**config.mk**
```make
export PLATFORM = sky130hd
export DESIGN_NAME = ram_write_arbiter
export DESIGN_NICKNAME = d
export VERILOG_FILES = /design/src/rtl/skel_pkg.sv /design/src/rtl/rr_arbiter.sv /design/src/rtl/ram_write_arbiter.sv
export SDC_FILE = /design/constraint.sdc
export NUM_CORES = 1
export LEC_CHECK = 0
export BUFFER_PORTS_ARGS = -buffer_cell sky130_fd_sc_hd__buf_4
export CORE_ASPECT_RATIO = 1.1
export CORE_MARGIN = 4
export CORE_UTILIZATION = 40
export CTS_CLUSTER_DIAMETER = 60
export CTS_CLUSTER_SIZE = 14
export DETAILED_ROUTE_END_ITERATION = 8
export GPL_TIMING_DRIVEN = 0
export HOLD_SLACK_MARGIN = 0.08
export PLACE_DENSITY = 0.71
export SLEW_MARGIN = 15
export SYNTH_ARGS = -nofsm -noshare
export SYNTH_HDL_FRONTEND = slang
export SYNTH_HIERARCHICAL = 1
export SYNTH_SLANG_ARGS = --single-unit
```
**constraint.sdc**
```tcl
create_clock -name clk -period 3.6 [get_ports clk]
set_clock_uncertainty 0.15 [all_clocks]
set_input_delay 0.72 -clock clk [delete_from_list [all_inputs] [get_ports clk]]
set_output_delay 0.72 -clock clk [all_outputs]
set_load 0.02 [all_outputs]
```
**src/rtl/skel_pkg.sv**
```systemverilog
// Shared constants for the skeletonization datapath: default RAM widths, the
// write-source limit, and a one-hot to index encoder.
//
// Contents:
//   SKEL_ADDR_W     default RAM address width
//   SKEL_PIXEL_W    default pixel/data width
//   SKEL_MAX_SRC    largest supported number of RAM write sources
//   SKEL_MAX_IDX_W  index width covering SKEL_MAX_SRC sources
//   onehot_to_idx   encode a one-hot vector (up to SKEL_MAX_SRC bits) to its index
package skel_pkg;

    localparam int unsigned SKEL_ADDR_W    = 6;
    localparam int unsigned SKEL_PIXEL_W   = 8;
    localparam int unsigned SKEL_MAX_SRC   = 8;
    localparam int unsigned SKEL_MAX_IDX_W = $clog2(SKEL_MAX_SRC);

    // OR-based encoder: exact for one-hot input, returns 0 for an all-zero vector.
    function automatic logic [SKEL_MAX_IDX_W-1:0] onehot_to_idx(
        input logic [SKEL_MAX_SRC-1:0] oh
    );
        logic [SKEL_MAX_IDX_W-1:0] idx;
        idx = '0;
        for (int unsigned i = 0; i < SKEL_MAX_SRC; i++) begin
            if (oh[SKEL_MAX_IDX_W'(i)]) begin
                idx = idx | SKEL_MAX_IDX_W'(i);
            end
        end
        return idx;
    endfunction

endpackage

```
**src/rtl/rr_arbiter.sv**
```systemverilog
// Request arbiter for the RAM write port. Picks at most one requester per cycle
// and returns it as a one-hot grant.
//
// Default build: round-robin. The search starts one past the last granted
// index; the pointer only moves when something is granted and resets to
// NUM_SRC-1 so that index 0 wins first.
// With WRARB_FIXED_PRIO_EN defined: fixed priority, lowest index wins, and no
// pointer state is kept.
//
// Ports:
//   clk    clock (rising edge)
//   rst_n  synchronous active-low reset
//   req    request vector, one bit per source
//   grant  one-hot grant, all zero when req is all zero
module rr_arbiter
    import skel_pkg::*;
#(
    parameter int unsigned NUM_SRC = 2,
    localparam int unsigned IDW    = $clog2(NUM_SRC)
) (
    input  logic               clk,
    input  logic               rst_n,
    input  logic [NUM_SRC-1:0] req,
    output logic [NUM_SRC-1:0] grant
);

`ifdef WRARB_FIXED_PRIO_EN

    // Isolate the lowest set request bit.
    assign grant = req & (~req + NUM_SRC'(1));

    logic unused_clk_rst;
    assign unused_clk_rst = clk ^ rst_n;

`else

    logic [IDW-1:0]       last_q, last_d;
    logic [IDW-1:0]       start;
    logic [NUM_SRC-1:0]   rot;
    logic [NUM_SRC-1:0]   pick;
    logic [2*NUM_SRC-1:0] gnt_dbl;

    // Rotate requests right so the preferred source lands on bit 0, take the
    // lowest set bit, then rotate the pick back into source numbering.
    always_comb begin
        start   = (last_q == IDW'(NUM_SRC - 1)) ? '0 : last_q + IDW'(1);
        rot     = NUM_SRC'({req, req} >> start);
        pick    = rot & (~rot + NUM_SRC'(1));
        gnt_dbl = {pick, pick} << start;
        grant   = NUM_SRC'(gnt_dbl >> NUM_SRC);
        last_d  = last_q;
        if (|grant) begin
            last_d = IDW'(onehot_to_idx(SKEL_MAX_SRC'(grant)));
        end
    end

    always_ff @(posedge clk) begin
        if (!rst_n) begin
            last_q <= IDW'(NUM_SRC - 1);
        end else begin
            last_q <= last_d;
        end
    end

`endif

endmodule

```
**src/rtl/ram_write_arbiter.sv**
```systemverilog
// Merges NUM_SRC independent write streams onto one RAM write port.
// Each source owns a one-entry holding buffer; one buffered beat per cycle is
// granted (while the RAM is not busy) and presented on a registered write
// port one cycle later.
//
// Build option: define WRARB_FIXED_PRIO_EN for fixed-priority arbitration
// (lowest source index wins); otherwise round-robin. Ports are the same.
//
// Ports:
//   clk        clock (rising edge)
//   rst_n      synchronous active-low reset; discards buffered beats
//   src_valid  per-source write request
//   src_ready  per-source accept (buffer free, or being drained this cycle)
//   src_addr   packed addresses, source i at [i*ADDR_W +: ADDR_W]
//   src_data   packed data, source i at [i*PIXEL_W +: PIXEL_W]
//   ram_busy   RAM cannot take a write this cycle
//   ram_we     registered one-cycle write strobe
//   ram_addr   registered write address, held while ram_we is low
//   ram_data   registered write data, held while ram_we is low
//   grant_id   source index of the current ram_we beat, held while ram_we is low
module ram_write_arbiter
    import skel_pkg::*;
#(
    parameter int unsigned NUM_SRC = 2,
    parameter int unsigned ADDR_W  = SKEL_ADDR_W,
    parameter int unsigned PIXEL_W = SKEL_PIXEL_W,
    localparam int unsigned IDW    = $clog2(NUM_SRC)
) (
    input  logic                       clk,
    input  logic                       rst_n,
    input  logic [NUM_SRC-1:0]         src_valid,
    output logic [NUM_SRC-1:0]         src_ready,
    input  logic [NUM_SRC*ADDR_W-1:0]  src_addr,
    input  logic [NUM_SRC*PIXEL_W-1:0] src_data,
    input  logic                       ram_busy,
    output logic                       ram_we,
    output logic [ADDR_W-1:0]          ram_addr,
    output logic [PIXEL_W-1:0]         ram_data,
    output logic [IDW-1:0]             grant_id
);

    logic [NUM_SRC-1:0]              buf_valid;
    logic [NUM_SRC-1:0][ADDR_W-1:0]  buf_addr;
    logic [NUM_SRC-1:0][PIXEL_W-1:0] buf_data;
    logic [NUM_SRC-1:0]              req;
    logic [NUM_SRC-1:0]              grant;
    logic [NUM_SRC-1:0]              push;
    logic [IDW-1:0]                  grant_idx;

    // A busy RAM masks every request, so buffers simply hold.
    assign req = ram_busy ? '0 : buf_valid;

    rr_arbiter #(
        .NUM_SRC(NUM_SRC)
    ) u_arb (
        .clk  (clk),
        .rst_n(rst_n),
        .req  (req),
        .grant(grant)
    );

    // Ready while empty or while the entry leaves this cycle; forced low in reset.
    assign src_ready = {NUM_SRC{rst_n}} & (~buf_valid | grant);
    assign push      = src_valid & src_ready;
    assign grant_idx = IDW'(onehot_to_idx(SKEL_MAX_SRC'(grant)));

    for (genvar i = 0; i < NUM_SRC; i++) begin : g_src
        logic               valid_q, valid_d;
        logic [ADDR_W-1:0]  addr_q, addr_d;
        logic [PIXEL_W-1:0] data_q, data_d;

        // A push wins over a pop: same-cycle push and grant replaces the entry.
        always_comb begin
            valid_d = valid_q;
            addr_d  = addr_q;
            data_d  = data_q;
            if (push[i]) begin
                valid_d = 1'b1;
                addr_d  = src_addr[i*ADDR_W +: ADDR_W];
                data_d  = src_data[i*PIXEL_W +: PIXEL_W];
            end else if (grant[i]) begin
                valid_d = 1'b0;
            end
        end

        always_ff @(posedge clk) begin
            if (!rst_n) begin
                valid_q <= 1'b0;
                addr_q  <= '0;
                data_q  <= '0;
            end else begin
                valid_q <= valid_d;
                addr_q  <= addr_d;
                data_q  <= data_d;
            end
        end

        assign buf_valid[i] = valid_q;
        assign buf_addr[i]  = addr_q;
        assign buf_data[i]  = data_q;
    end

    logic               we_q, we_d;
    logic [ADDR_W-1:0]  waddr_q, waddr_d;
    logic [PIXEL_W-1:0] wdata_q, wdata_d;
    logic [IDW-1:0]     wid_q, wid_d;

    always_comb begin
        we_d    = |grant;
        waddr_d = waddr_q;
        wdata_d = wdata_q;
        wid_d   = wid_q;
        if (|grant) begin
            waddr_d = buf_addr[grant_idx];
            wdata_d = buf_data[grant_idx];
            wid_d   = grant_idx;
        end
    end

    always_ff @(posedge clk) begin
        if (!rst_n) begin
            we_q    <= 1'b0;
            waddr_q <= '0;
            wdata_q <= '0;
            wid_q   <= '0;
        end else begin
            we_q    <= we_d;
            waddr_q <= waddr_d;
            wdata_q <= wdata_d;
            wid_q   <= wid_d;
        end
    end

    assign ram_we   = we_q;
    assign ram_addr = waddr_q;
    assign ram_data = wdata_q;
    assign grant_id = wid_q;

endmodule

```
==> results_dict.tcl <==
set metrics [dict create \
    ctsResizeCount 0 \
    endpoint_kind "output pin" \
    avgViaCountPerCell 4.89 \
    synth_seq_area_share 0.481 \
    syn_inst 211 \
    cts-htree-levels 2 \
    stdcell_area_mm2 0.00247 \
    ctsRootBufferMaster "clkbuf_8" \
    placed_area_mm2 0.00240 \
    rsz0062_at_grt "false" \
    yosysUniqueCellTypes 22 \
    cp.required_ns 2.73 \
    critPathMostFrequentCell "buf_4" \
    fin_crit_ns 2.89 \
    path_cells "buf_4 > nor2b_1 > and2_4 > nor2b_2 > inv_1 > clkbuf_1 > nand2_1 > and2_1 > buf_4" \
    synth_area_leaders "dfxtp_1, mux2i_1, nand2_1" \
    drt-pass1-iter-count 4 \
    dp_cells 317 \
    grt_max_degree 13 \
    synth_nets 244 \
    die_w_um 74.7 \
    min_period_over_period 0.804 \
    status "finished clean" \
    synth_top_area_frac 0.481 \
    setup_violations 0 \
    row_count 26 \
    hold_class "reg -> reg" \
    start_util 0.417 \
    synthesis.area_per_instance_um2 9.27 \
    gp_congestion 0.720 \
    cts_hold_buf 0 \
    p_leak_nw 1.09 \
    synth-main-ff-cell "dfxtp_1" \
    diodes 0 \
    die_h_um 81.3 \
    cpPeakStageDelay_ns 0.31 \
    final.setup.tns_ns 0 \
    synth_edf_count 0 \
    nets 301 \
    ant_nets 0 \
    numPortBuffers 50 \
    dieArea_mm2 0.00607 \
    routed_wl_um 4310 \
    gr-total-overflow 0 \
    cts_setup_buffers 0 \
    power_density_mw_per_mm2 420 \
    netlist_area_mm2 0.00196 \
    worst_slew_margin_rel 0.681 \
    irDropWorstVdd_v 0.000219 \
    crit_arrival_ns 2.02 \
    power.total_mw 1.04 \
    synth_top_area_cell "dfxtp_1" \
    vias 1578 \
    initialDrtViolationCount 71 \
    worst_path_max_delay_cell "clkbuf_1" \
    slew_violations 0 \
    cts_tree "done" \
    crit_type "in -> out" \
    fmax_mhz 345 \
    drt-wirelength-per-cell_um 13.3 \
    coreArea_mm2 0.00468 \
    ys_warn_count 6 \
    hpwl_um 3230 \
    clock-sinks 47 \
    drcViolationCount 0 \
    antenna_found_initial 0 \
    grt.total_usage 0.148 \
    ys_ff_latch 47 \
    areaGrowthSynthToFinish_pct 26.5 \
    hold_viol_final 0 \
    num_io_pins 51 \
    drive_gt1_frac 0.258 \
    instances_no_fill 323 \
    clkTransAtPathRegs_ns 0.08 \
    grt_pass1_wl_um 6910 \
    start_kind "input port" \
    tightest_slew_ns 0.479 \
    grt_pass1_vias 1534 \
    synthArstFlopShare 0 \
    cts_buffer_depth 2 \
    drv_cap 0 \
    numCtsBuffers 5 \
    clk-insertion-delay-late_ns 0.29 \
    worstPathMaxFanout 10 \
]
-- layer usage --
metal,part of all wire,global-route usage,wire length [um]
met4,0.016,0.0427,70
met5,0,0,0
met2,0.50,0.257,2170
met1,0.43,0.176,1850
met3,0.049,0.0396,209
-- path summary, 6_finish.rpt --
kind | from | to | slack [ns] | depth (start not counted)
worst min-delay path | g_src[1].data_q[7]$_SDFFE_PN0P_ | g_src[1].data_q[7]$_SDFFE_PN0P_ | 0.30 | 2
worst max register to register | g_src[1].valid_q$_SDFFE_PN0P_ | g_src[1].data_q[3]$_SDFFE_PN0P_ | 1.59 | 6
worst min register to register | g_src[1].data_q[7]$_SDFFE_PN0P_ | g_src[1].data_q[7]$_SDFFE_PN0P_ | 0.30 | 2
worst max-delay path | ram_busy | src_ready[1] | 0.71 | 9
-- where the power goes --
group	switching (mW)	leakage, nW	total [mW]	internal, mW
logic	0.0894	0.663	0.179	0.0894
registers	0.0194	0.386	0.575	0.556
clock network	0.155	0.0371	0.285	0.130
total	0.264	1.09	1.04	0.775
-- flip-flops by register name, summed over array words and instances (netlist names) --
name and cells:
ram_addr 6, g_src.data_q 16, g_src.addr_q 12, ram_we 1, ram_data 8, grant_id 1
g_src.valid_q 2, u_arb/last_q 1
-- logic make-up after synthesis --
group                  after synthesis  share of synthesized area
flip-flops                          47                      0.481
AND/OR/NAND/NOR                     67                      0.148
AO/OA/AOI/OAI                       35                     0.0998
buffers and inverters               20                     0.0563
multiplexers                        42                      0.215
-- cell type report --
class | count | area [um2]
multi-input combinational | 144 | 905
inverter | 4 | 15.0
timing repair buffer | 50 | 375
clock buffer | 6 | 72.6
buffer | 16 | 95.1
tap | 56 | 70.1
sequential | 47 | 941
fill | 466 | 2210
-- layout by cell type, fill, tap and decap left out, drive strengths merged --
cell,Yosys,routed
nand2,57,57
and2,4,4
o21a,2,2
clkbuf,7,13
buf,9,59
nor2,1,1
a21boi,3,3
o21ai,15,15
a21oi,15,15
nor2b,4,4
dfxtp,47,47
nand2b,1,1
inv,4,4
mux2i,42,42
-- critical path: cells and delay by family --
| kind | cells | cell delay [ns] |
|---|---|---|
| buffers and inverters | 4 | 0.66 |
| and+or+nand+nor | 5 | 0.64 |
-- Yosys cell counts, types with 2 or more instances --
cell       n
inv_1      4
nand2_1   57
a21oi_1   14
buf_2      4
buf_6      2
a21boi_0   3
nor2b_1    3
o21ai_0   14
dfxtp_1   47
o21a_1     2
and2_4     2
and2_1     2
clkbuf_1   7
mux2i_1   42
-- per-stage QoR --
step	worst slack [ns]	util	hold slack (ns)
after CTS	0.687	0.528	0.307
after floorplan	1.09	-	0.281
final	0.705	0.528	0.303
after global placement	0.682	0.513	0.288
after detailed placement	0.694	0.513	0.296
after global routing	0.535	0.528	0.319
Note: power is estimated with default switching activity, not from simulation.
